## config.mk

```make
export PLATFORM = sky130hd
export DESIGN_NAME = piso_7bit_tx
export DESIGN_NICKNAME = d
export VERILOG_FILES = /design/src/rtl/piso_7bit_tx.sv
export SDC_FILE = /design/constraint.sdc
export NUM_CORES = 1
export LEC_CHECK = 0
export ABC_AREA = 1
export CAP_MARGIN = 20
export CORE_MARGIN = 3
export CORE_UTILIZATION = 45
export DETAILED_ROUTE_END_ITERATION = 6
export PLACE_DENSITY_LB_ADDON = 0.25
export SYNTH_ARGS = -nofsm -noshare
export SYNTH_HDL_FRONTEND = slang
export SYNTH_SLANG_ARGS = --single-unit
```

## constraint.sdc

```tcl
create_clock -name clk -period 1.4 [get_ports clk]
set_clock_uncertainty 0.15 [all_clocks]
set_input_delay 0.14 -clock clk [delete_from_list [all_inputs] [get_ports clk]]
set_output_delay 0.14 -clock clk [all_outputs]
set_load 0.02 [all_outputs]
```

## src/rtl/piso_7bit_tx.sv

```systemverilog
// Parallel-in serial-out transmitter: captures a WIDTH-bit word on a load
// handshake and shifts it out one bit per enabled cycle, then pulses done.
module piso_7bit_tx #(
  parameter int WIDTH     = 7,
  parameter bit MSB_FIRST = 1'b1
) (
  input  logic             clk,
  input  logic             rst,
  input  logic             en,
  input  logic             load_valid,
  input  logic [WIDTH-1:0] d,
  output logic             load_ready,
  output logic             sout,
  output logic             sout_valid,
  output logic             busy,
  output logic             done
);

  // state | meaning
  // IDLE  | waiting for a word, load_ready raised when enabled
  // SHIFT | presenting the head bit of the shift register each cycle
  // DONE  | one-cycle done pulse before returning to IDLE
  typedef enum logic [1:0] {
    IDLE  = 2'd0,
    SHIFT = 2'd1,
    DONE  = 2'd2
  } state_t;

  localparam int CW = $clog2(WIDTH);
  localparam logic [CW-1:0] LAST = CW'(WIDTH - 1);

  state_t           state_q, state_d;
  logic [WIDTH-1:0] sreg_q, sreg_d;
  logic [CW-1:0]    cnt_q, cnt_d;
  logic             head;
  logic             run;

  always_ff @(posedge clk) begin
    if (rst) begin
      state_q <= IDLE;
      sreg_q  <= '0;
      cnt_q   <= '0;
    end else begin
      state_q <= state_d;
      sreg_q  <= sreg_d;
      cnt_q   <= cnt_d;
    end
  end

  always_comb begin
    state_d = state_q;
    sreg_d  = sreg_q;
    cnt_d   = cnt_q;
    if (en) begin
      unique case (state_q)
        IDLE: begin
          if (load_valid) begin
            sreg_d  = d;
            cnt_d   = '0;
            state_d = SHIFT;
          end
        end
        SHIFT: begin
          sreg_d = MSB_FIRST ? {sreg_q[WIDTH-2:0], 1'b0} : {1'b0, sreg_q[WIDTH-1:1]};
          // counter parks at WIDTH-1 on the last bit so it never overflows
          if (cnt_q == LAST) state_d = DONE;
          else               cnt_d   = cnt_q + CW'(1);
        end
        DONE:    state_d = IDLE;
        default: state_d = IDLE;
      endcase
    end
  end

  always_comb begin
    head       = MSB_FIRST ? sreg_q[WIDTH-1] : sreg_q[0];
    run        = en & ~rst;
    load_ready = (state_q == IDLE)  & run;
    sout_valid = (state_q == SHIFT) & run;
    done       = (state_q == DONE)  & run;
    busy       = (state_q != IDLE)  & ~rst;
    sout       = (state_q == SHIFT) & ~rst & head;
  end

endmodule

```

==> results of run 1 <==
metrics by stage:
stage	util	instances	total power [uW]	setup TNS (ns)	instance area [sq um]
3_5_place_dp	0.6793	144	564.5	-3.584	917.1
4_1_cts	0.6997	148	851.6	-0.04478	944.7
5_1_grt	0.7683	151	927.5	-0.3369	1037
3_3_place_gp	0.6793	144	557.7	-3.205	917.1
2_1_floorplan	-	103	481.0	0	666.9
6_report	0.7683	151	881.0	0	1037
power by group:
part	switching [uW]	internal, uW
sequential	15.8	362
combinational	108	108
clock	129	158
total	253	628
kinds of logic (layout without fill, tap and decap cells):
group | count (synthesis) | count (layout) | share of synthesized area
AND/OR/NAND/NOR | 67 | 67 | 0.4315
buffers and inverters | 10 | 43 | 0.06941
AO/OA/AOI/OAI | 12 | 12 | 0.1013
adder cells (fa/ha/maj) | 2 | 2 | 0.03752
flip-flops | 12 | 12 | 0.3602
tightest hold or removal path: stages:
cell             delay [ns]
clkdlybuf4s50_1        0.40
nand3_1                0.10
a21oi_1                0.07
repair_timing:
item	CTS	global route
setup endpoints to repair	17	15
hold endpoints to repair	0	0
hold buffers	0	0
cloned	0	0
pin swaps	1	6
resized for setup	30	28
buffers inserted	0	3
state kept, by name (all words and copies together) (netlist names):
signal   flops
sreg_q       7
state_q      2
cnt_q        3
layout by cell type (no fill, tap or decap), types with 3 or more instances in the layout:
master / count
buf_4: 17
buf_6: 3
clkbuf_4: 3
clkdlybuf4s50_1: 10
dfxtp_1: 9
inv_1: 4
inv_2: 3
nand2_1: 29
nand2_2: 4
nand2_4: 3
nor2_1: 22
nor2_4: 3
nor3_2: 3
o21ai_1: 8
layer usage:
metal / global-route usage / routed length (um) / vias up
li1: - / - / 385
met1: 0.2069 / 690 / 344
met2: 0.3496 / 930 / 17
met3: 0.07317 / 95 / 0
met4: 0.01807 / 0 / 0
met5: 0 / 0 / -
how the worst max path moves through the flow:
stage,start,depth (start not counted),endpoint
2_1_floorplan,state_q[1],2,done
3_3_place_gp,rst,6,sout
3_5_place_dp,rst,5,done
4_1_cts,state_q[0],8,sreg_q[3]
5_1_grt,state_q[0],8,sreg_q[2]
6_report,state_q[0],3,done
cell type report:
type | instances | area, sq um | share of cell area
Multi-Input combinational cell | 81 | 432.9 | 0.4174
Inverter | 8 | 33.78 | 0.03257
Clock buffer | 4 | 36.28 | 0.03498
Timing Repair Buffer | 31 | 266.5 | 0.2569
Tap cell | 15 | 18.77 | 0.01809
Sequential cell | 12 | 249.0 | 0.2400
==> run_results.csv, run 1 <==
group,metric,value,unit
synthesis,synth_cell_types,17,
global_route,grt_pass1_vias,693,
clock_tree,clkLatencyLatePin,0.28,ns
run,cap_violations,0,
sta,slew_viol_final,0,
synthesis,synth_edf_count,0,
critical_path,critical_path_arrival,1.10,ns
sta,rsz0062_at_grt,"true",
critical_path,timing.rr.end,"sreg_q[5]",
sta,tightestPinTransition,0.2055,ns
route,drt_iter0_drc,14,
clock_tree,root_buffer,"clkbuf_4",
synthesis,ys.flop_type,"dfxtp_1",
critical_path,cp_top_family,"flip-flops",
synthesis,yosysMostFrequentCell,"nand2_1",
route,drc,0,
sta,fmax,718.6,MHz
synthesis,ys_async_sr_fraction,0,
sta,hold_viol,0,
run_status,run_status,"complete, no violations",
global_route,grtUsageTotal,0.1889,
critical_path,crit_top_cell,"buf_4",
placement,place.gp.congestion,0.8025,
clock_tree,cts_tree,"built",
synthesis,synthesis.nets,116,
power_and_ir_drop,p_leak,0.0004859,uW
critical_path,cp.required,1.11,ns
critical_path,cp_cell_sequence,"buf_4 -> nor3_2 -> buf_4",
global_route,grt_max_degree,10,
power_and_ir_drop,power_density,849.3,nW/um^2
synthesis,syn_inst,103,
placement,port_buffers,15,
synthesis,yosysSeqAreaShare,0.3602,
critical_path,crit_slowest_cell,"dfxtp_4",
synthesis,netlist_top_cells_count,"33 x nand2_1, 23 x nor2_1, 12 x dfxtp_1",
critical_path,startpoint_type,"register",
layout,antenna_cells,0,
placement,dpl.hpwl,1322,um
worst_hold_path,whs_path_depth,3,
synthesis,yosys-top-cells-area,"dfxtp_1 36%, nand2_1 19%, nor2_1 13%",
critical_path,cp-end-kind,"output port",
sta,finalCritPeriodShare,0.9940,
route,vias_per_cell,4.940,
synthesis,synth_top_cell_area_share,0.3602,
worst_hold_path,hp-start,"d[0]",
floorplan,die_h,44.50,um
critical_path,reg2reg_slack,0.02,ns
floorplan,fp.dieArea,1980,sq um
clock_tree,clock-sinks,12,
synthesis,synth_area_per_cell,6.475,sq um
critical_path,worst-path-buf-inv,2,
global_route,antenna_found_initial,0,
critical_path,critical_path_class,"register to output port",
synthesis,netlist_area,666.9,sq um
sta,relSlewSlack,0.8627,
floorplan,core,1350,sq um
clock_tree,clk_path_buf_depth,2,
global_route,grt-ovfl-total,0,
worst_hold_path,worstHoldPathType,"input pin to register",
route,vias,746,
sta,holdWs,0.3147,ns
critical_path,r2r_start,"state_q[1]",
layout,fin_nets,150,
placement,dp_slack,-0.4212,ns
worst_hold_path,hold_path_end,"sreg_q[0]",
route,routedWlPerCell,11.36,um
global_route,grt_pass1_wl,2766,um
clock_tree,cts_made_buffers,3,
floorplan,rows,13,
power_and_ir_drop,vdd_drop_max,0.6523,mV
synthesis,synth.yosys.warnings,0,
route,ant_nets,0,
clock_tree,clk_pin_slew_worst_paths,0.08,ns
floorplan,pin_count,16,
route,drt_wl_total,1716,um
layout,nFillCells,106,
critical_path,cp_max_fo,5,
sta,min_period,1.392,ns
route,first_pass_iters,4,
sta,final-setup-viol-count,0,
critical_path,max_stage_delay,0.37,ns
clock_tree,h-tree-depth,1,
synthesis,yosys.area.top_type,"dfxtp_1",
floorplan,start_util,0.4940,
critical_path,rr_worst_depth,8,
floorplan,die_width,44.50,um
synthesis,ys_ff_latch,12,
sta,finalWorstSetupSlack,0.008434,ns
layout,drive_above_1_share,0.3603,
layout,area_growth,55.53,%
(Power assumes the default switching activity.)
==> run 2: changes to the inputs <==
--- a/config.mk
+++ b/config.mk
@@ -9,6 +9,7 @@
 export CAP_MARGIN = 20
 export CORE_MARGIN = 3
 export CORE_UTILIZATION = 45
+export CTS_BUF_LIST = sky130_fd_sc_hd__clkbuf_16
 export DETAILED_ROUTE_END_ITERATION = 6
 export PLACE_DENSITY_LB_ADDON = 0.25
 export SYNTH_ARGS = -nofsm -noshare
==> run 2 against run 1 <==
Non-clock buffer count is the same. Global-route usage grew 3.6 points. Routed wire length grew 15%. Worst setup slack lost 0.0075 ns. Largest power group is now clock. Cell area grew 5.9%. Sequential share of layout area shrank 1.3 points. Critical path depth grew 5. Die area is the same.
==> run_results.csv, run 2 (synthesized netlist as in run 1, its figures left out) <==
group,metric,value,unit
run_status,run_status,"complete, no violations",
power_and_ir_drop,power_density,1034,nW/um^2
floorplan,start_util,0.4940,
clock_tree,hold_buffers,0,
critical_path,cp_max_fo,7,
sta,rsz0062_at_grt,"true",
clock_tree,clk_path_buf_depth,2,
floorplan,fp.dieArea,1980,sq um
power_and_ir_drop,vdd_drop_max,1.191,mV
floorplan,rows,13,
floorplan,pin_count,16,
layout,nFillCells,90,
critical_path,critical_path_arrival,1.39,ns
clock_tree,clk_pin_slew_worst_paths,0.05,ns
clock_tree,clkLatencyLatePin,0.24,ns
clock_tree,cts_made_buffers,3,
route,drt_wl_total,1969,um
clock_tree,h-tree-depth,1,
sta,fmax,714.8,MHz
sta,hold_viol,0,
critical_path,cp_cell_sequence,"inv_4 -> nand2_2 -> buf_6 -> clkinvlp_4 -> nand2_1 -> nand2_1 -> nor2_2 -> nor2_1",
global_route,antenna_found_initial,0,
placement,port_buffers,15,
layout,final_common_cell,"nand2_1",
critical_path,crit_slowest_cell,"dfxtp_4",
floorplan,die_h,44.50,um
layout,final_cell_mix,"27 x nand2_1, 15 x nor2_1, 15 x buf_4",
layout,biggestRegsByFlops,"sreg_q x7, cnt_q x3, state_q x2",
sta,final-setup-viol-count,0,
global_route,grt-ovfl-total,0,
route,first_pass_iters,4,
floorplan,core,1350,sq um
route,drc,0,
route,vias_per_cell,4.980,
floorplan,die_width,44.50,um
global_route,grt_max_degree,10,
layout,antenna_cells,0,
route,drt_iter0_drc,12,
route,vias,752,
placement,dpl.hpwl,1322,um
global_route,grt_pass1_wl,3125,um
sta,holdWs,0.3009,ns
placement,dp_slack,-0.4212,ns
placement,place.gp.congestion,0.8025,
sta,min_period,1.399,ns
clock_tree,clock-sinks,12,
layout,fin_nets,150,
route,ant_nets,0,
layout,fin_util,0.8137,
critical_path,max_stage_delay,0.38,ns
run,cap_violations,0,
route,routedWlPerCell,13.04,um
global_route,grt_pass1_vias,740,
power_and_ir_drop,fin_total_pwr,1136,uW
clock_tree,root_buffer,"clkbuf_16",
sta,finalWorstSetupSlack,0.0009224,ns
global_route,grtUsageTotal,0.2244,
layout,top_register,"sreg_q",
critical_path,crit_top_cell,"nand2_1",
sta,finalCritPeriodShare,0.9993,
sta,tightestPinTransition,0.2195,ns
power_and_ir_drop,p_leak,0.0005121,uW
critical_path,startpoint_type,"register",
critical_path,cp-end-kind,"register",
layout,drive_above_1_share,0.4191,
layout,area_growth,64.73,%
clock_tree,cts_tree,"built",
layout,largest_reg_flops,7,
sta,finalSetupTns,0,ns
sta,slew_viol_final,0,
worst_hold_path,worstHoldPathType,"input pin to register",
sta,relSlewSlack,0.8533,
critical_path,critical_path_class,"register to register",
critical_path,cp.required,1.39,ns
run 2: critical path: cells and delay by family, from the launching register on:
kind,cells,cell delay [ns]
DFF,1,0.38
buffers and inverters,3,0.35
and+or+nand+nor,5,0.41
run 2: power by group:
part / total (uW) / internal, uW / switching [uW]
combinational: 226 / 107 / 118
sequential: 379 / 364 / 14.9
clock: 531 / 377 / 155
run 2: final cells by class:
| type | instances | area [sq um] | area share |
|---|---|---|---|
| multi-input cells | 81 | 451.7 | 0.4112 |
| repair buffers | 31 | 264.0 | 0.2403 |
| flip-flops and latches | 12 | 249.0 | 0.2267 |
| clock buffers | 3 | 75.07 | 0.06834 |
| inverters | 8 | 36.28 | 0.03303 |
| well taps | 15 | 18.77 | 0.01708 |
| clock inverters | 1 | 3.754 | 0.003417 |
run 2: routing by layer:
metal | global-route usage | vias to the layer above | wire length (um)
met5 | 0 | - | 0
met4 | 0.07229 | 0 | 27
met3 | 0.06098 | 4 | 66
met2 | 0.4384 | 16 | 1133
met1 | 0.2211 | 347 | 741
li1 | - | 385 | -
run 2: final timing paths:
path                            slack (ns)  cells after the start         to  startpoint
worst max-delay path                0.0009                      8  sreg_q[6]  state_q[1]
worst min-delay path                  0.30                      6   cnt_q[2]          en
worst max register to register      0.0009                      8  sreg_q[6]  state_q[1]
worst min register to register        0.32                      2  sreg_q[0]   sreg_q[0]
run 2: timing repair:
item                                    in CTS  in global routing
endpoints found under the setup margin      17                 14
buffers inserted                             1                  3
gates resized for setup                     38                 29
pin swaps                                    2                 11
run 2: metrics by stage:
stage / std cells / cell area [sq um]
2_1_floorplan: 103 / 666.9
3_3_place_gp: 144 / 917.1
3_5_place_dp: 144 / 917.1
4_1_cts: 149 / 1008
5_1_grt: 151 / 1099
6_report: 151 / 1099
==> run 3: changes to the inputs <==
--- a/config.mk
+++ b/config.mk
@@ -8,7 +8,7 @@
 export ABC_AREA = 1
 export CAP_MARGIN = 20
 export CORE_MARGIN = 3
-export CORE_UTILIZATION = 45
+export CORE_UTILIZATION = 47
 export CTS_BUF_LIST = sky130_fd_sc_hd__clkbuf_16
 export DETAILED_ROUTE_END_ITERATION = 6
 export PLACE_DENSITY_LB_ADDON = 0.25
==> run 3 against run 2 <==
The run now ends with setup timing left. Routed wire length rose by 15%. Die area decreased by 3.7%. Fmax fell by 2.4%. Worst setup slack got worse by 0.034 ns. Via count increased by 6.3%. Utilization is 7.5 points higher. Largest cell class unchanged. Largest power group unchanged.
==> run_results.csv, run 3 (synthesized netlist as in run 1, its figures left out) <==
group,metric,value,unit
worst_hold_path,worstHoldPathType,"input pin to register",
sta,min_period,1.434,ns
layout,biggestRegsByFlops,"sreg_q x7, cnt_q x3, state_q x2",
clock_tree,clk_path_buf_depth,2,
clock_tree,hold_buffers,0,
route,drc,0,
layout,instances_no_fill,147,
layout,drive_above_1_share,0.3835,
clock_tree,clkLatencyLatePin,0.24,ns
floorplan,rows,12,
layout,top_register,"sreg_q",
run,cap_violations,0,
layout,fin_nets,148,
floorplan,core,1216,sq um
global_route,grt_max_degree,11,
run_status,violations,"setup timing",
clock_tree,clk_pin_slew_worst_paths,0.04,ns
layout,final_area,1081,sq um
sta,tightestPinTransition,0.2498,ns
placement,port_buffers,15,
layout,final_cell_mix,"25 x nand2_1, 22 x nor2_1, 12 x buf_4",
route,ant_nets,0,
route,routedWlPerCell,15.45,um
global_route,grt_pass1_vias,745,
clock_tree,cts_made_buffers,3,
placement,dp.cells,141,
route,vias_per_cell,5.435,
run_status,run_status,"finished with violations",
sta,hold_viol,0,
sta,relSlewSlack,0.8331,
floorplan,start_util,0.5484,
layout,final_common_cell,"nand2_1",
critical_path,cp.required,1.38,ns
critical_path,cp_max_fo,3,
sta,rsz0062_at_grt,"true",
layout,area_growth,62.10,%
global_route,antenna_found_initial,0,
placement,place.gp.congestion,0.7971,
floorplan,fp.dieArea,1907,sq um
clock_tree,cts_tree,"built",
clock_tree,clock-sinks,12,
critical_path,startpoint_type,"register",
floorplan,die_width,43.67,um
floorplan,die_h,43.67,um
route,vias,799,
clock_tree,root_buffer,"clkbuf_16",
clock_tree,h-tree-depth,1,
power_and_ir_drop,p_leak,0.0005084,uW
critical_path,critical_path_arrival,1.41,ns
sta,finalWorstSetupSlack,-0.03355,ns
sta,slew_viol_final,0,
power_and_ir_drop,fin_total_pwr,1132,uW
sta,fmax,697.6,MHz
global_route,grtUsageTotal,0.2270,
placement,dpl.hpwl,1275,um
power_and_ir_drop,power_density,1047,nW/um^2
critical_path,cp-end-kind,"register",
sta,finalCritPeriodShare,1.024,
route,first_pass_iters,4,
route,drt_iter0_drc,26,
route,drt_wl_total,2271,um
floorplan,pin_count,16,
power_and_ir_drop,vdd_drop_max,0.9727,mV
global_route,grt_pass1_wl,3139,um
sta,final-setup-viol-count,4,
placement,placed_area,900.9,sq um
critical_path,critical_path_class,"register to register",
layout,largest_reg_flops,7,
layout,antenna_cells,0,
global_route,grt-ovfl-total,0,
-- run 3: cell types whose count changed in the layout (fill, tap and decap cells not counted), sizes merged --
cell / delta
dlymetal6s2s: +1
clkdlybuf4s50: -1
clkinv: -1
buf: -2
-- run 3: worst paths after layout --
check	slack (ns)	endpoint	cells past startpoint	from
worst max-delay path	-0.03	cnt_q[1]	8	cnt_q[0]
worst max register to register	-0.03	cnt_q[1]	8	cnt_q[0]
worst min-delay path	0.12	cnt_q[2]	3	rst
worst min register to register	0.35	cnt_q[0]	2	cnt_q[0]
-- run 3: repair_timing --
action / CTS / global route
pin swaps: 4 / 25
gates cloned: 0 / 0
setup buffers: 0 / 3
resized for setup: 35 / 28
endpoints found under the setup margin: 13 / 14
-- run 3: layer usage --
| metal | track usage | routed length, um | vias up |
|---|---|---|---|
| met5 | 0 | 0 | - |
| met4 | 0.1446 | 114 | 0 |
| met3 | 0.04979 | 112 | 15 |
| met2 | 0.3837 | 1153 | 36 |
| met1 | 0.2531 | 890 | 363 |
| li1 | - | - | 385 |
-- run 3: layout make-up --
class	instances	area [sq um]
Inverter	8	36.28
Sequential cell	12	246.5
Multi-Input combinational cell	81	456.7
Tap cell	14	17.52
Timing Repair Buffer	29	249.0
Clock buffer	3	75.07
Fill cell	63	135.1
-- run 3: where the power goes --
part           switching (uW)  total [uW]  internal (uW)
Clock                     142         514            371
Sequential               15.7         381            365
Combinational             129         237            108
-- run 3: critical path, cell delays in order, from the launching register on --
cell	delay, ns
dfxtp_2	0.33
inv_1	0.06
ha_1	0.20
nand3_1	0.09
nand2_2	0.08
inv_1	0.08
nand2_1	0.10
nor2_1	0.16
nor2_1	0.07
-- run 3: stage by stage --
stage | TNS, ns | setup slack [ns] | util | hold slack [ns]
floorplan | 0 | 0.07978 | - | 0.05907
global placement | -3.247 | -0.3596 | 0.7407 | 0.3040
detailed placement | -3.725 | -0.4561 | 0.7407 | 0.3078
CTS | -0.003137 | -0.003137 | 0.7984 | 0.3493
global route | -0.2633 | -0.06311 | 0.8889 | 0.1340
finish | -0.05395 | -0.03355 | 0.8889 | 0.1154
